<file path="config.mk">
export PLATFORM = sky130hd
export DESIGN_NAME = pc_fetch_unit
export DESIGN_NICKNAME = d
export VERILOG_FILES = /design/src/rtl/pc_fetch_unit.sv
export SDC_FILE = /design/constraint.sdc
export NUM_CORES = 1
export LEC_CHECK = 0
export CAP_MARGIN = 20
export CELL_PAD_IN_SITES_DETAIL_PLACEMENT = 2
export CELL_PAD_IN_SITES_GLOBAL_PLACEMENT = 2
export CORE_ASPECT_RATIO = 1.75
export CORE_UTILIZATION = 25
export CTS_CLUSTER_DIAMETER = 40
export DETAILED_ROUTE_END_ITERATION = 16
export PLACE_DENSITY_LB_ADDON = 0.1
export SETUP_SLACK_MARGIN = 0.15
export SYNTH_ARGS = -nofsm -noshare
export SYNTH_HDL_FRONTEND = slang
export SYNTH_SLANG_ARGS = --single-unit
</file>
<file path="constraint.sdc">
create_clock -name clk -period 2.8 [get_ports clk]
set_input_delay 0.28 -clock clk [delete_from_list [all_inputs] [get_ports clk]]
set_output_delay 0.28 -clock clk [all_outputs]
set_load 0.01 [all_outputs]
</file>
<file path="src/rtl/pc_fetch_unit.sv">
// pc_fetch_unit: word-addressed program counter and fetch sequencer.
// Holds the PC that addresses IMem and computes the next PC each cycle from
// stall, halt, jump, branch and sequential requests. It also runs a
// BOOT/RUN/HALT state machine and a saturating retired-instruction counter.
// Optional feature macro: PC_RANGE_CHECK_EN. When defined, a next PC outside
// IMem (>= IMEM_DEPTH) halts the core with Fault set. When undefined, Fault
// is 0 and the PC wraps silently.
module pc_fetch_unit #(
    parameter int              PC_W       = 32,
    parameter logic [PC_W-1:0] RESET_PC   = '0,
    parameter int              IMEM_DEPTH = 32
) (
    input  logic            clk,
    input  logic            rst_n,
    input  logic            Stall,
    input  logic            Branch,
    input  logic [PC_W-1:0] BranchOff,
    input  logic            Jump,
    input  logic [PC_W-1:0] JumpTarget,
    input  logic            Halt,
    output logic [PC_W-1:0] PCOut,
    output logic [PC_W-1:0] PCPlus1,
    output logic            Running,
    output logic            Halted,
    output logic [31:0]     InsCount,
    output logic            Fault
);

`ifdef PC_RANGE_CHECK_EN
    localparam bit RANGE_CHECK = 1'b1;
`else
    localparam bit RANGE_CHECK = 1'b0;
`endif

    // IMem depth widened by one bit so the comparison never truncates.
    localparam logic [PC_W:0] DEPTH_EXT = (PC_W + 1)'(IMEM_DEPTH);

    typedef enum logic [1:0] {
        ST_BOOT = 2'd0,
        ST_RUN  = 2'd1,
        ST_HALT = 2'd2
    } state_t;

    state_t          r_state;
    logic [PC_W-1:0] r_pc;
    logic [31:0]     r_insCount;
    logic            r_running;
    logic            r_halted;
    logic            r_fault;

    logic [PC_W-1:0] w_nextPc;
    logic            w_outOfRange;
    logic [31:0]     w_countNext;

    // Select the redirect target: Jump beats Branch, otherwise step by one.
    always_comb begin
        w_nextPc = r_pc + PC_W'(1);
        if (Jump) begin
            w_nextPc = JumpTarget;
        end else if (Branch) begin
            w_nextPc = r_pc + BranchOff;
        end
    end

    // Flag a next PC that would fall outside IMem; only acted on when enabled.
    always_comb begin
        w_outOfRange = RANGE_CHECK && ({1'b0, w_nextPc} >= DEPTH_EXT);
    end

    // Retired-instruction count with saturation at all ones.
    always_comb begin
        w_countNext = r_insCount;
        if (r_insCount != 32'hFFFF_FFFF) begin
            w_countNext = r_insCount + 32'd1;
        end
    end

    // Boot/run/halt sequencer owning PC, counter and all status outputs.
    always_ff @(posedge clk or negedge rst_n) begin
        if (!rst_n) begin
            r_state    <= ST_BOOT;
            r_pc       <= RESET_PC;
            r_insCount <= 32'd0;
            r_running  <= 1'b0;
            r_halted   <= 1'b0;
            r_fault    <= 1'b0;
        end else begin
            case (r_state)
                ST_BOOT: begin
                    r_state   <= ST_RUN;
                    r_running <= 1'b1;
                end
                ST_RUN: begin
                    if (!Stall) begin
                        r_insCount <= w_countNext;
                        if (Halt) begin
                            r_state   <= ST_HALT;
                            r_running <= 1'b0;
                            r_halted  <= 1'b1;
                        end else if (w_outOfRange) begin
                            r_state   <= ST_HALT;
                            r_running <= 1'b0;
                            r_halted  <= 1'b1;
                            r_fault   <= 1'b1;
                        end else begin
                            r_pc <= w_nextPc;
                        end
                    end
                end
                ST_HALT: begin
                    r_state <= ST_HALT;
                end
                default: begin
                    r_state <= ST_BOOT;
                end
            endcase
        end
    end

    assign PCOut    = r_pc;
    assign PCPlus1  = r_pc + PC_W'(1);
    assign Running  = r_running;
    assign Halted   = r_halted;
    assign InsCount = r_insCount;
    assign Fault    = RANGE_CHECK & r_fault;

endmodule

</file>
Yosys cells after proc, flatten, opt, wreduce, memory -nomap -nowiden

Index checks and enable logic that the tools add are counted.

Add/subtract/negate cells: 3
Multiply operators: 0
Div/mod/pow operators: 0
$lt $le $gt $ge: 0
Equality and inequality tests: 5
Shift-type cells: 0
Mux-type cells: 8
Bitwise gates (word level): 2
Reduce and logical (&&, ||, !) cells: 7

Operator list:

| operator              | count |
|---|---|
| $add 32x1->32 const B | 2 |
| $mux 32               | 2 |
| $add 32x32->32        | 1 |
| $ne 32x32->1 const B  | 1 |
| $reduce_and 3->1      | 4 |
| $pmux 2 s3            | 1 |
| $mux 2                | 2 |
| $ne 2x2->1 const B    | 2 |
| $eq 2x1->1 const B    | 1 |
| $eq 2x2->1 const B    | 1 |
| $logic_not 2->1       | 1 |
| $mux 1                | 2 |
| $not 1->1             | 2 |
| $pmux 1 s2            | 1 |
| $reduce_and 2->1      | 1 |
| $reduce_bool 2->1     | 1 |

Flip-flop bits (word level): 68
Latch bits: 0
Memory bits (writable): 0
Memory bits (read-only): 0
Bits of input ports: 70
Output and inout bits: 99
Memories: 0

Longest topological paths before layout

Gate-level depths: netlist (run 1).

Word-level depth: 3
Depth in mapped cells: 10

Worst setup path before layout (run 1)

Ideal clock, no wire load.

Path kind: register to register
Start point: reg r_pc[0] (netlist: PCOut[0])
End point: reg r_pc[28] (netlist: PCOut[28])
Arrival: 2.893 ns
Required time: 2.674 ns
Setup slack: -0.219 ns
Cell stages (with the launch flop): 11
Buffers on the path: 0
Cell sequence: dfrtp_1 -> ha_1 -> fa_1 -> a21o_1 -> a221oi_1 -> o31ai_2 -> and4_1 -> o31ai_2 -> nor2_1 -> mux2i_1 -> a221o_1

Cells in the longest elaborated chain, start to end: 3

Ends and longest elaborated chain:

| what                                                   | RTL line | RTL |
|---|---|---|
| start, declared                                        | 45       | `logic [PC_W-1:0] r_pc;` |
| start signal, assigned                                 | 106      | `r_pc <= w_nextPc;` |
| $add 32x1->32 / $add 32x32->32 (equally long branches) | 57, 61   |  |
| $mux 32 *                                              | 60       | `end else if (Branch) begin` |
| $mux 32 *                                              | 58       | `if (Jump) begin` |

Every way passes the cells marked *; elsewhere a longest branch is shown, timed or not.
A chain may end at the register's enable or synchronous reset.

Worst setup path in the final report (run 1)

Ends and elaborated chain as after synthesis.

==> flow_metrics.tcl, run 1 <==
set metrics [dict create \
    grt_max_degree 35 \
    ir_drop_uv 388 \
    crit_fanout 4 \
    relSlewSlack_pct 30.4 \
    synth_area_um2 5670 \
    ios 169 \
    synth_xor_area_share_pct 13.7 \
    synth-compound-area-share_pct 20.6 \
    htree_levels 3 \
    firstDrtPassIters 4 \
    grt-ovfl-total 0 \
    path_clk_slew_ns 0.06 \
    wl_um 28700 \
    netlist.area_leader.share_pct 30.0 \
    cts_sinks 68 \
    cts_tree "yes" \
    place_ws_ns -0.506 \
    fin_nets 1083 \
    final_common_cell "clkdlybuf4s50_1" \
    start_util_pct 25.6 \
    setup_slack_ns -0.0229 \
    tightest_slew_ns 1.04 \
    synthCells 686 \
    reg2reg_from "PCOut[0]" \
    vias 6652 \
    p_leak_nw 3.98 \
    antenna_found_initial 0 \
    yosysWarningCount 0 \
    area_growth_pct 66.7 \
    finalSetupViolCount 2 \
    ys_top_cells_by_area "dfrtp_1 (30%), xnor2_1 (9.4%), ha_1 (7.7%), nand2_1 (5.8%), a21oi_1 (4.9%)" \
    r2r-end "PCOut[28]" \
    ys.flop_type "dfrtp_1" \
    fin_area_um2 9450 \
    dpl_cell_area_um2 8510 \
    post_synth.cell_area_avg_um2 8.27 \
    grt_pass1_wl_um 43200 \
    crit_type "reg2reg" \
    seq_area_frac_synth_pct 30.0 \
    holdWs_ns -0.00126 \
    synthSimpleGateAreaFrac_pct 23.2 \
    synth_top_cell_by_area "dfrtp_1" \
    post-route-drc-count 0 \
    drtIter0Drc 128 \
    hp-class "in2async" \
    die-width_um 116 \
    drive_gt1_share_pct 26.5 \
    final_core_util_pct 42.6 \
    period_minus_slack_ns 2.82 \
    core_region_area_um2 22200 \
    grt_pass1_vias 7713 \
    crit_path_end_kind "register" \
    skew_ns 0.00707 \
    ys_types 69 \
    outcome "complete, but fails checks" \
    gr-usage-all-layers_pct 24.8 \
    synth-edff-count 0 \
    worstSetupStartpointType "register" \
    arrival_ns 3.06 \
    violations "negative hold slack, negative setup slack" \
    die_y_um 201 \
    p_per_area_nw_per_um2 987 \
    wl_per_cell_um 22.5 \
    drtAntennaViolNets 0 \
    via_per_inst 5.21 \
    worstSkewPairLatency_ns 0.36 \
    min_period_over_period_pct 101 \
    portBuffers 167 \
    required_ns 3.04 \
    synth_top_family_by_area "simple AND/OR/NAND/NOR gates" \
    ys_ff_latch 68 \
    crit_end "PCOut[28]" \
    worstSetupStartpoint "PCOut[0]" \
    clockBufferDepth 2 \
    dpl.hpwl_um 21900 \
    final_hold_viol_count 1 \
    synth-adder-area-share_pct 8.08 \
    grt_setup_unrepaired "yes" \
    nFillCells 2456 \
    max_freq_ghz 0.354 \
    row_count 72 \
    drv_slew 0 \
    yosys-mux-area-fraction_pct 1.83 \
    cts-root-buf "clkbuf_16" \
    cts_buffers 9 \
    syn_nets 792 \
    drv_cap 0 \
    antenna_cells 0 \
    gp_congestion 0.875 \
    mostFrequentLayoutCells "clkdlybuf4s50_1 (145), buf_4 (132), nand2_1 (84)" \
    r2r_slack_ns -0.02 \
    die_area_um2 23300 \
    worstRegToRegCells 11 \
    fin_total_pwr_mw 9.32 \
    synthArstFlopShare_pct 100 \
]
synthesized netlist by cell type (5+ instances only):
master,number
a21o_1,15
ha_1,35
o21ai_0,42
a21oi_1,55
o22ai_1,6
nor2b_1,6
mux2i_1,7
and4_1,5
nand2_1,88
nor2_1,54
o211ai_1,6
clkbuf_1,21
inv_1,11
a31oi_1,6
nand4_1,14
nand3_1,37
dfrtp_1,68
xor2_1,28
or3_1,6
xnor2_1,61
nor3_1,10
and3_1,20
worst min-delay path by stage:
stage / from / endpoint / slack (ns) / depth (start not counted)
2_1_floorplan: rst_n / Halted / -0.02 / 0
3_3_place_gp: rst_n / InsCount[14] / 0.40 / 1
3_5_place_dp: rst_n / InsCount[13] / 0.42 / 1
4_1_cts: rst_n / InsCount[8] / 0.03 / 1
5_1_grt: rst_n / InsCount[8] / 0.07 / 1
6_report: rst_n / InsCount[8] / -0.001 / 1
area by class of cell:
cell class / count / area (um^2) / share of cell area, %
Sequential cell: 68 / 1710 / 18.1
Timing Repair Buffer: 304 / 2660 / 28.2
Tap cell: 296 / 370 / 3.92
Inverter: 12 / 45.0 / 0.477
Multi-Input combinational cell: 582 / 4400 / 46.5
Clock inverter: 6 / 41.3 / 0.437
Clock buffer: 9 / 225 / 2.38
sequential cells by signal, indices dropped and copies added, names as in the netlist:
name      flops
r_state       2
InsCount     32
PCOut        32
Running       1
Halted        1
critical path, stage by stage, from the launching register on:
cell and delay, ns:
dfrtp_2 0.43, ha_4 0.17, fa_2 0.34, a21o_1 0.21, a221oi_4 0.32, o31ai_2 0.12, and4_1 0.21, o31ai_2 0.24
buf_4 0.19, nor2_2 0.05, mux2i_1 0.13, a221o_1 0.29
metal layers:
metal | part of all wire, % | GRT usage [%]
met5 | 0 | 0
met4 | 5.1 | 13.8
met3 | 3.6 | 4.25
met2 | 58 | 49.3
met1 | 33 | 22.7
timing repair:
action / in CTS / in global routing
gates resized for setup: 73 / 75
hold endpoints to repair: 0 / 0
hold buffers: 0 / 0
buffers inserted: 10 / 11
endpoints found under the setup margin: 43 / 36
pin swaps: 16 / 24
cloned: 0 / 0
cells by family after synthesis:
logic type               Yosys count
multiplexers                      10
buffers and inverters             36
other                              1
AO/OA/AOI/OAI                    181
flip-flops                        68
XOR/XNOR                          89
AND/OR/NAND/NOR                  265
adder cells (fa/ha/maj)           36
stage by stage:
step / TNS (ns) / cells / hold slack, ns
after floorplan: 0 / 686 / -0.0156
after global placement: -3.03 / 1241 / 0.398
after detailed placement: -5.29 / 1241 / 0.416
after CTS: 0 / 1266 / 0.0336
after global routing: -0.722 / 1277 / 0.0654
final: -0.0236 / 1277 / -0.00126
power breakdown:
group	switching, mW	leakage [nW]	total, mW	internal [mW]
logic	3.29	2.99	6.56	3.26
registers	0.385	0.859	1.65	1.27
clock network	0.517	0.124	1.11	0.595
total	4.20	3.98	9.32	5.13
Note: power is estimated with default switching activity, not from simulation.
==> inputs of run 2 (changes only) <==
- CTS_BUF_LIST: not set -> sky130_fd_sc_hd__clkbuf_8
- HOLD_SLACK_MARGIN: not set -> 0.12
==> flow_metrics.tcl, run 2 (synthesis results as in run 1) <==
set metrics [dict create \
    outcome "finished clean" \
    crit_type "reg2reg" \
    drive_gt1_share_pct 26.7 \
    drtAntennaViolNets 0 \
    path_clk_slew_ns 0.09 \
    wl_per_cell_um 22.2 \
    min_period_over_period_pct 99.6 \
    grt-ovfl-total 0 \
    start_util_pct 25.6 \
    cts_buffers 9 \
    arrival_ns 3.06 \
    post-route-drc-count 0 \
    skew_ns 0.0113 \
    fin_nets 1087 \
    drv_slew 0 \
    firstDrtPassIters 4 \
    dpl.hpwl_um 21900 \
    final.setup.tns_ns 0 \
    final_hold_viol_count 0 \
    die_y_um 201 \
    final_common_cell "clkdlybuf4s50_1" \
    grt_pass1_wl_um 43400 \
    grt_setup_unrepaired "yes" \
    setup_slack_ns 0.0114 \
    ios 169 \
    htree_levels 3 \
    p_per_area_nw_per_um2 965 \
    finalSetupViolCount 0 \
    vias 6626 \
    crit_path_end_kind "register" \
    required_ns 3.07 \
    core_region_area_um2 22200 \
    gp_congestion 0.875 \
    r2r_slack_ns 0.01 \
    area.sequential_um2 1710 \
    multi_input_area_um2 4360 \
    nFillCells 2494 \
    die_area_um2 23300 \
    ir_drop_uv 413 \
    mostFrequentLayoutCells "clkdlybuf4s50_1 (144), buf_4 (136), nand2_1 (84)" \
    row_count 72 \
    cp_slowest_stage_delay_ns 0.43 \
    drv_cap 0 \
    cp_slowest_cell "dfrtp_2" \
    place_ws_ns -0.506 \
    grt_max_degree 35 \
    crit_fanout 4 \
    critPathTopFamily "compound AO/OA/AOI/OAI gates" \
    die-width_um 116 \
    tightest_slew_ns 0.997 \
    via_per_inst 5.17 \
    antenna_found_initial 1 \
    relSlewSlack_pct 33.3 \
    gr-usage-all-layers_pct 25.0 \
    clockBufferDepth 2 \
    drtIter0Drc 111 \
    p_leak_nw 3.98 \
    hp-class "reg2reg" \
    wl_um 28500 \
    area_growth_pct 64.7 \
    antenna_cells 0 \
    cts_tree "yes" \
    worstSkewPairLatency_ns 0.39 \
    period_minus_slack_ns 2.79 \
    path_cells "ha_4 -> fa_2 -> a21o_1 -> a221oi_4 -> o31ai_2 -> and4_1 -> o31ai_2 -> buf_4 -> nor2_2 -> mux2i_1 -> a221o_1" \
    cts_sinks 68 \
    cts-root-buf "clkbuf_8" \
    final_core_util_pct 42.1 \
    grt_pass1_vias 7714 \
    max_freq_ghz 0.359 \
    cp_num_buf_inv 1 \
    crit_top_cell "o31ai_2" \
    worstSetupStartpointType "register" \
    portBuffers 167 \
]
==> run 2: cell types whose count changed in the layout (fill, tap and decap cells not counted), sizes merged <==
cell           before  now
clkdlybuf4s15       1    2
clkdlybuf4s50     145  144
dlygate4sd2         9    6
dlygate4sd3         0    1
buf               138  143
dlymetal6s2s        2    3
==> run 2: per-layer routing <==
metal  track usage, %  up-vias  part of all wire (%)
met5                0        -                 0.046
met4             14.8        2                   5.1
met3             4.55       76                   3.9
met2             49.3      169                    58
met1             22.7     3313                    33
li1                 -     3066                     -
==> run 2: power breakdown <==
group	total [mW]	internal, mW	switching (mW)
Sequential	1.62	1.26	0.357
Combinational	6.60	3.26	3.34
Clock	0.795	0.317	0.478
==> run 2: through the flow <==
step | area [um^2] | total power [mW] | cells | hold slack [ns]
global placement | 8510 | 7.21 | 1241 | 0.398
CTS | 9130 | 8.72 | 1275 | 0.470
global route | 9340 | 9.61 | 1281 | 0.499
floorplan | 5690 | 4.31 | 686 | -0.0156
detailed placement | 8510 | 7.43 | 1241 | 0.416
finish | 9340 | 9.02 | 1281 | 0.473
==> run 2: worst paths after layout <==
path | from | endpoint | cells after the start
setup / recovery | PCOut[0] | PCOut[28] | 11
hold / removal | Halted | Halted | 1
setup reg to reg | PCOut[0] | PCOut[28] | 11
hold reg to reg | Halted | Halted | 1
max in group asynchronous | rst_n | PCOut[14] | 3
min in group asynchronous | rst_n | InsCount[8] | 2
==> run 2: cell type report <==
| type | count | share of cell area (%) |
|---|---|---|
| clock buffer | 9 | 1.33 |
| sequential | 68 | 18.3 |
| inverter | 12 | 0.482 |
| multi-input combinational | 582 | 46.7 |
| tap | 296 | 3.97 |
| timing repair buffer | 308 | 28.8 |
| clock inverter | 6 | 0.442 |
==> run 2: timing repair <==
item | CTS | global route
setup endpoints to repair | 44 | 43
hold endpoints to repair | 31 | 0
setup buffers | 18 | 6
pin swaps | 36 | 22
gates resized for setup | 94 | 59
hold buffers | 1 | 0
==> run 2: worst reg2reg max path, stage by stage, from the launching register on <==
cell and delay, ns:
dfrtp_2 0.43, ha_4 0.17, fa_2 0.34, a21o_1 0.21, a221oi_4 0.32, o31ai_2 0.11, and4_1 0.18, o31ai_2 0.25
buf_4 0.19, nor2_2 0.05, mux2i_1 0.13, a221o_1 0.29
